<file path="src/rtl/control_unit.sv">
// control_unit: multi-cycle Moore controller for the accumulator computer.
// It sequences PC, IR, memory, accumulator/ALU and the switch/LED ports through
// FETCH -> DECODE -> (operation) -> FETCH. It also keeps a saturating count of
// retired instructions.
// Optional build macro CONTROL_UNIT_ILLEGAL_TRAP_EN: when defined, an illegal
// opcode traps into HALT and raises illegal_op. When undefined, an illegal
// opcode acts as an uncounted NOP and illegal_op is tied low.
module control_unit #(
    parameter int unsigned COUNT_WIDTH = 16
) (
    input  logic                   clock,
    input  logic                   reset,
    input  logic [3:0]             opcode,
    input  logic                   acc_zero,
    input  logic                   mem_ready,
    output logic                   pc_inc,
    output logic                   pc_load,
    output logic                   ir_load,
    output logic                   mem_read,
    output logic                   mem_write,
    output logic                   acc_load,
    output logic [1:0]             acc_src,
    output logic [1:0]             alu_op,
    output logic                   led_load,
    output logic                   halted,
    output logic                   illegal_op,
    output logic [COUNT_WIDTH-1:0] instr_count
);

    // Instruction opcodes (IR[7:4])
    localparam logic [3:0] OP_NOP   = 4'h0;
    localparam logic [3:0] OP_LOAD  = 4'h1;
    localparam logic [3:0] OP_STORE = 4'h2;
    localparam logic [3:0] OP_ADD   = 4'h3;
    localparam logic [3:0] OP_SUB   = 4'h4;
    localparam logic [3:0] OP_AND   = 4'h5;
    localparam logic [3:0] OP_JUMP  = 4'h6;
    localparam logic [3:0] OP_JZ    = 4'h7;
    localparam logic [3:0] OP_IN    = 4'h8;
    localparam logic [3:0] OP_OUT   = 4'h9;
    localparam logic [3:0] OP_HALT  = 4'hF;

    // FSM states
    localparam logic [3:0] FETCH  = 4'd0;
    localparam logic [3:0] DECODE = 4'd1;
    localparam logic [3:0] MEM_RD = 4'd2;
    localparam logic [3:0] EXEC   = 4'd3;
    localparam logic [3:0] MEM_WR = 4'd4;
    localparam logic [3:0] JUMP   = 4'd5;
    localparam logic [3:0] IO_IN  = 4'd6;
    localparam logic [3:0] IO_OUT = 4'd7;
    localparam logic [3:0] HALT   = 4'd8;

    // Accumulator source and ALU operation encodings
    localparam logic [1:0] SRC_MEM  = 2'b00;
    localparam logic [1:0] SRC_ALU  = 2'b01;
    localparam logic [1:0] SRC_SW   = 2'b10;
    localparam logic [1:0] ALU_ADD  = 2'b00;
    localparam logic [1:0] ALU_SUB  = 2'b01;
    localparam logic [1:0] ALU_AND  = 2'b10;

    localparam logic [COUNT_WIDTH-1:0] COUNT_ONE = COUNT_WIDTH'(1);

    logic [3:0]             state_q;
    logic [3:0]             state_d;
    logic [3:0]             op_q;
    logic [COUNT_WIDTH-1:0] count_q;
    logic                   opcode_counted;
    logic                   count_en;

    // NOP..OUT retire and are counted; HALT and A-E are not.
    assign opcode_counted = (opcode <= OP_OUT);
    assign count_en       = (state_q == DECODE) && opcode_counted && (count_q != '1);

    // Next-state selection; opcode is only consulted in DECODE
    always_comb begin
        state_d = state_q;
        case (state_q)
            FETCH: begin
                if (mem_ready) begin
                    state_d = DECODE;
                end
            end
            DECODE: begin
                case (opcode)
                    OP_NOP:                          state_d = FETCH;
                    OP_LOAD, OP_ADD, OP_SUB, OP_AND: state_d = MEM_RD;
                    OP_STORE:                        state_d = MEM_WR;
                    OP_JUMP:                         state_d = JUMP;
                    OP_JZ:                           state_d = acc_zero ? JUMP : FETCH;
                    OP_IN:                           state_d = IO_IN;
                    OP_OUT:                          state_d = IO_OUT;
                    OP_HALT:                         state_d = HALT;
`ifdef CONTROL_UNIT_ILLEGAL_TRAP_EN
                    default:                         state_d = HALT;
`else
                    default:                         state_d = FETCH;
`endif
                endcase
            end
            MEM_RD: begin
                if (mem_ready) begin
                    state_d = EXEC;
                end
            end
            MEM_WR: begin
                if (mem_ready) begin
                    state_d = FETCH;
                end
            end
            EXEC, JUMP, IO_IN, IO_OUT: state_d = FETCH;
            HALT:                      state_d = HALT;
            default:                   state_d = FETCH;
        endcase
    end

    // State register with synchronous reset
    always_ff @(posedge clock) begin
        if (reset) begin
            state_q <= FETCH;
        end else begin
            state_q <= state_d;
        end
    end

    // Capture the opcode in DECODE so EXEC is immune to later IR/opcode changes
    always_ff @(posedge clock) begin
        if (reset) begin
            op_q <= OP_NOP;
        end else if (state_q == DECODE) begin
            op_q <= opcode;
        end
    end

    // Retired-instruction counter, saturating at all-ones
    always_ff @(posedge clock) begin
        if (reset) begin
            count_q <= '0;
        end else if (count_en) begin
            count_q <= count_q + COUNT_ONE;
        end
    end

    assign instr_count = count_q;

`ifdef CONTROL_UNIT_ILLEGAL_TRAP_EN
    logic opcode_legal;
    logic illegal_q;

    assign opcode_legal = opcode_counted || (opcode == OP_HALT);

    // Sticky illegal-opcode flag, set on the edge that traps into HALT
    always_ff @(posedge clock) begin
        if (reset) begin
            illegal_q <= 1'b0;
        end else if ((state_q == DECODE) && !opcode_legal) begin
            illegal_q <= 1'b1;
        end
    end

    assign illegal_op = illegal_q;
`else
    assign illegal_op = 1'b0;
`endif

    // Strobe decode from the state register; only FETCH's ir_load/pc_inc see mem_ready.
    // Strobes are forced low while reset is asserted.
    always_comb begin
        pc_inc    = 1'b0;
        pc_load   = 1'b0;
        ir_load   = 1'b0;
        mem_read  = 1'b0;
        mem_write = 1'b0;
        acc_load  = 1'b0;
        acc_src   = SRC_MEM;
        alu_op    = ALU_ADD;
        led_load  = 1'b0;
        halted    = (state_q == HALT);
        if (!reset) begin
            case (state_q)
                FETCH: begin
                    mem_read = 1'b1;
                    ir_load  = mem_ready;
                    pc_inc   = mem_ready;
                end
                MEM_RD: mem_read = 1'b1;
                EXEC: begin
                    acc_load = 1'b1;
                    case (op_q)
                        OP_ADD: begin
                            acc_src = SRC_ALU;
                            alu_op  = ALU_ADD;
                        end
                        OP_SUB: begin
                            acc_src = SRC_ALU;
                            alu_op  = ALU_SUB;
                        end
                        OP_AND: begin
                            acc_src = SRC_ALU;
                            alu_op  = ALU_AND;
                        end
                        default: acc_src = SRC_MEM;
                    endcase
                end
                MEM_WR: mem_write = 1'b1;
                JUMP:   pc_load   = 1'b1;
                IO_IN: begin
                    acc_load = 1'b1;
                    acc_src  = SRC_SW;
                end
                IO_OUT:  led_load = 1'b1;
                default: ;
            endcase
        end
    end

endmodule

</file>
<file path="config.mk">
export PLATFORM = sky130hd
export DESIGN_NAME = control_unit
export DESIGN_NICKNAME = d
export VERILOG_FILES = /design/src/rtl/control_unit.sv
export SDC_FILE = /design/constraint.sdc
export NUM_CORES = 1
export LEC_CHECK = 0
export BUFFER_PORTS_ARGS = -buffer_cell sky130_fd_sc_hd__buf_2
export CORE_MARGIN = 1.5
export CORE_UTILIZATION = 25
export DETAILED_ROUTE_END_ITERATION = 8
export HOLD_SLACK_MARGIN = 0.02
export SETUP_SLACK_MARGIN = 0.2
export SLEW_MARGIN = 25
export SYNTH_ARGS = -nofsm -noshare
export SYNTH_HDL_FRONTEND = slang
export SYNTH_SLANG_ARGS = --single-unit
</file>
<file path="constraint.sdc">
create_clock -name clock -period 2.4 [get_ports clock]
set_input_delay 0.48 -clock clock [delete_from_list [all_inputs] [get_ports clock]]
set_output_delay 0.48 -clock clock [all_outputs]
set_load 0.05 [all_outputs]
</file>
==> results by group <==
Run status
  • Outcome: complete, no violations

Critical path
  • Required time of the critical path: 1.92 ns
  • Largest driver fanout on the critical path: 2
  • Worst endpoint data arrival time: 1.72 ns
  • Startpoint kind of the worst setup timing path: input pin
  • Crit end category: output port
  • Source of the critical timing path: reset
  • Category of the critical setup timing path: input pin to output port
  • Worst r2r src: state_q[3]

STA
  • Portion of the clock cycle consumed by the worst path in the final layout: 91.64%
  • Minimum period implied by the final worst setup slack: 2.199 ns
  • Clock skew: 0.003095 ns
  • Post-route setup slack: 0.2008 ns
  • Count of final setup violators: 0
  • Min Hold Slack: 0.4854 ns
  • Final max-slew violation count: 0
  • Top achievable clock speed: 454.7 MHz
  • Number of hold violations in the final report: 0
  • Setup repair after global routing missed its margin: true
  • Final TNS setup: 0 ns

Power
  • Power dissipated by switching net loads: 0.2206 mW
  • Peak supply drop: 0.2239 mV
  • Cell-internal power: 0.5634 mW
  • Cell area power density: 430.7 mW/mm^2
  • Switching power as a share of total power: 28.13%
  • Share of power burned in registers: 52.7%
  • Combinational Power Share: 16.5%
  • Clock group share of total power: 30.8%
  • Leak pwr: 0.7098 nW

Synth
  • Post-synth design cell area: 0.001424 mm^2
  • Number of distinct library cell variants in the gate-level netlist after synthesis: 45
  • Post-synthesis instance total: 173
  • Cell type with the highest aggregate area in the netlist: dfxtp_1
  • Seq cells post-synth: 24
  • Area fraction in and, or, nand and nor cells after synthesis: 36.29%
  • Share of cell area taken by muxes after synthesis: 5.975%
  • Synthesized-area fraction occupied by ao, oa, aoi and oai cells: 16.61%
  • Share of synthesized flip-flops with an asynchronous set or reset: 0%
  • Syn Nets: 182
  • Top-count cell post-synth: dfxtp_1
  • Mean Syn Cell Area: 8.230 um^2
  • Top-area cell type share of the netlist area: 33.74%
  • Area contributors post-synth: dfxtp_1 (34%), a21oi_1 (5.3%), nor2_1 (4.5%)
  • Dominant synthesized flop cell: dfxtp_1
  • Share of the synthesized netlist area taken by xor and xnor gates: 0.6151%
  • Sequential element share of the synthesized area: 33.74%
  • Ys Warns: 0
  • Area share of fa/ha/maj cells after synthesis: 0.8787%
  • Dominant combinational cell family by area after synthesis: simple AND/OR/NAND/NOR gates
  • Cell types with the highest counts after synthesis: dfxtp_1 (24), nor2_1 (17), a21oi_1 (15)
  • Number of synthesized flops with an enable pin: 0

Clock network
  • Number of buffers added by the clock tree synthesis step: 3
  • Number of sinks handled by clock tree synthesis: 24
  • CTS Root Cell: clkbuf_8
  • TritonCTS clock tree: yes
  • Clk buf depth: 2
  • Htree depth: 1
  • Clock-pin slew on the worst setup and hold paths: 0.09 ns
  • Worst-skew pair later-pin latency: 0.26 ns

Place
  • Cell Area, Placed: 0.001730 mm^2
  • Pre-CTS worst setup slack: -0.03843 ns
  • Final estimated routing congestion in global placement: 0.7984
  • Estimated wirelength of the detail-placed design: 2540 um
  • Number of I/O port buffers: 35
  • Total placed cells including tap cells: 276

Hold path
  • Hold/Removal Path Class: input pin to flop
  • Startpoint of the tightest hold check path: mem_ready

Final layout
  • Layout Nets: 219
  • Number of antenna repair diodes: 0
  • Final Instance Count excl. Fillers: 280
  • Finished layout cell area: 0.001821 mm^2
  • Synthesis-to-finish area growth: 27.86%
  • Proportion of layout cells with a drive suffix above 1: 32.69%

Die
  • Starting Density: 25.86%
  • DIE WIDTH: 78.47 um
  • Die area: 0.006158 mm^2
  • I/O pin count: 37
  • Core area: 0.005507 mm^2
  • Die H: 78.47 um
  • Core Rows: 27

Detailed routing
  • Average detailed-routed wire length per instance: 12.54 um
  • Length of the first detailed-routing pass in iterations: 4
  • DR vias/cell: 5.054
  • Total detailed-routing wirelength: 3511 um
  • DRC violation count after routing: 0
  • Starting DRC count in detailed routing: 33
  • Via total after detailed routing: 1415
  • Post-route antenna net violation count: 0

Global route
  • Number of antenna violations at the first check in global routing: 0
  • Aggregate global routing overflow: 0
  • Number of global-route vias before repair: 1247
  • Pin count of the biggest net entering global routing: 27
  • All-layer global routing usage: 12.15%
  • Wire length of the first global-routing pass: 6044 um

Flow run
  • Max_cap viols: 0
## worst paths after layout
kind,depth (start not counted),to,slack [ns]
setup / recovery,5,alu_op[0],0.20
hold / removal,3,state_q[0],0.49
setup reg to reg,6,instr_count[13],0.35
hold reg to reg,2,instr_count[1],0.51
## power groups by stage
stage | sequential [mW] | clock [mW] | combinational (mW)
after CTS | 0.413 | 0.259 | 0.129
final | 0.413 | 0.242 | 0.129
after global placement | 0.423 | 0 | 0.125
after global routing | 0.415 | 0.267 | 0.142
after floorplan | 0.425 | 0 | 0.0989
after detailed placement | 0.423 | 0 | 0.125
## sequential cells by signal (all words and copies together), names as in the netlist
name	flops
op_q	4
instr_count	16
state_q	4
## worst max-delay path: stages
cell and delay, ns:
buf_6 0.10, or3_4 0.39, or4_4 0.47, nor2_4 0.13, buf_6 0.16
## per-layer routing
metal,global-route usage [%],vias to the layer above,share of wire [%]
li1,-,711,-
met1,16.10,676,48
met2,19.65,26,46
met3,3.488,2,5.1
met4,2.321,0,0.57
met5,0,-,0
## stage by stage
| step | power (mW) | util [%] |
|---|---|---|
| after floorplan | 0.5238 | - |
| after global placement | 0.5485 | 31.42 |
| after detailed placement | 0.5487 | 31.42 |
| after CTS | 0.8013 | 32.95 |
| after global routing | 0.8246 | 33.06 |
| final | 0.7840 | 33.06 |
## what timing repair did
| action | in CTS | in global routing |
|---|---|---|
| buffers inserted | 1 | 0 |
| pin swaps | 3 | 1 |
| gates resized for setup | 11 | 3 |
| setup endpoints to repair | 5 | 5 |
| hold buffers | 0 | 0 |
## cells in the final DEF (no fill, tap or decap), types with 3 or more instances in the layout
master	n
nor2b_1	6
and3_1	3
mux2_1	4
dfxtp_2	4
mux2i_1	4
o31ai_1	6
or4_1	6
a21oi_1	15
nand2b_1	4
clkbuf_8	3
or3_1	4
buf_6	3
nand4_1	4
nor3_1	4
o21ai_1	4
nand2_1	11
inv_1	3
buf_4	10
nor4_1	4
buf_2	29
nor2_1	15
nand3_1	7
dfxtp_1	19
o21ai_0	3
## cells by family after synthesis
family          after synthesis
compound gates               37
flops                        24
mux                           8
fa+ha+maj                     1
xor+xnor                      1
simple gates                 86
other cells                   1
buf+inv                      15
## area by class of cell
| class | instances | area, um^2 |
|---|---|---|
| Multi-Input combinational cell | 134 | 919.6 |
| Timing Repair Buffer | 44 | 269.0 |
| Tap cell | 72 | 90.09 |
| Sequential cell | 24 | 489.2 |
| Fill cell | 590 | 3686 |
| Inverter | 3 | 11.26 |
| Clock buffer | 3 | 41.29 |
No activity file was read; power rests on OpenSTA's default activity.
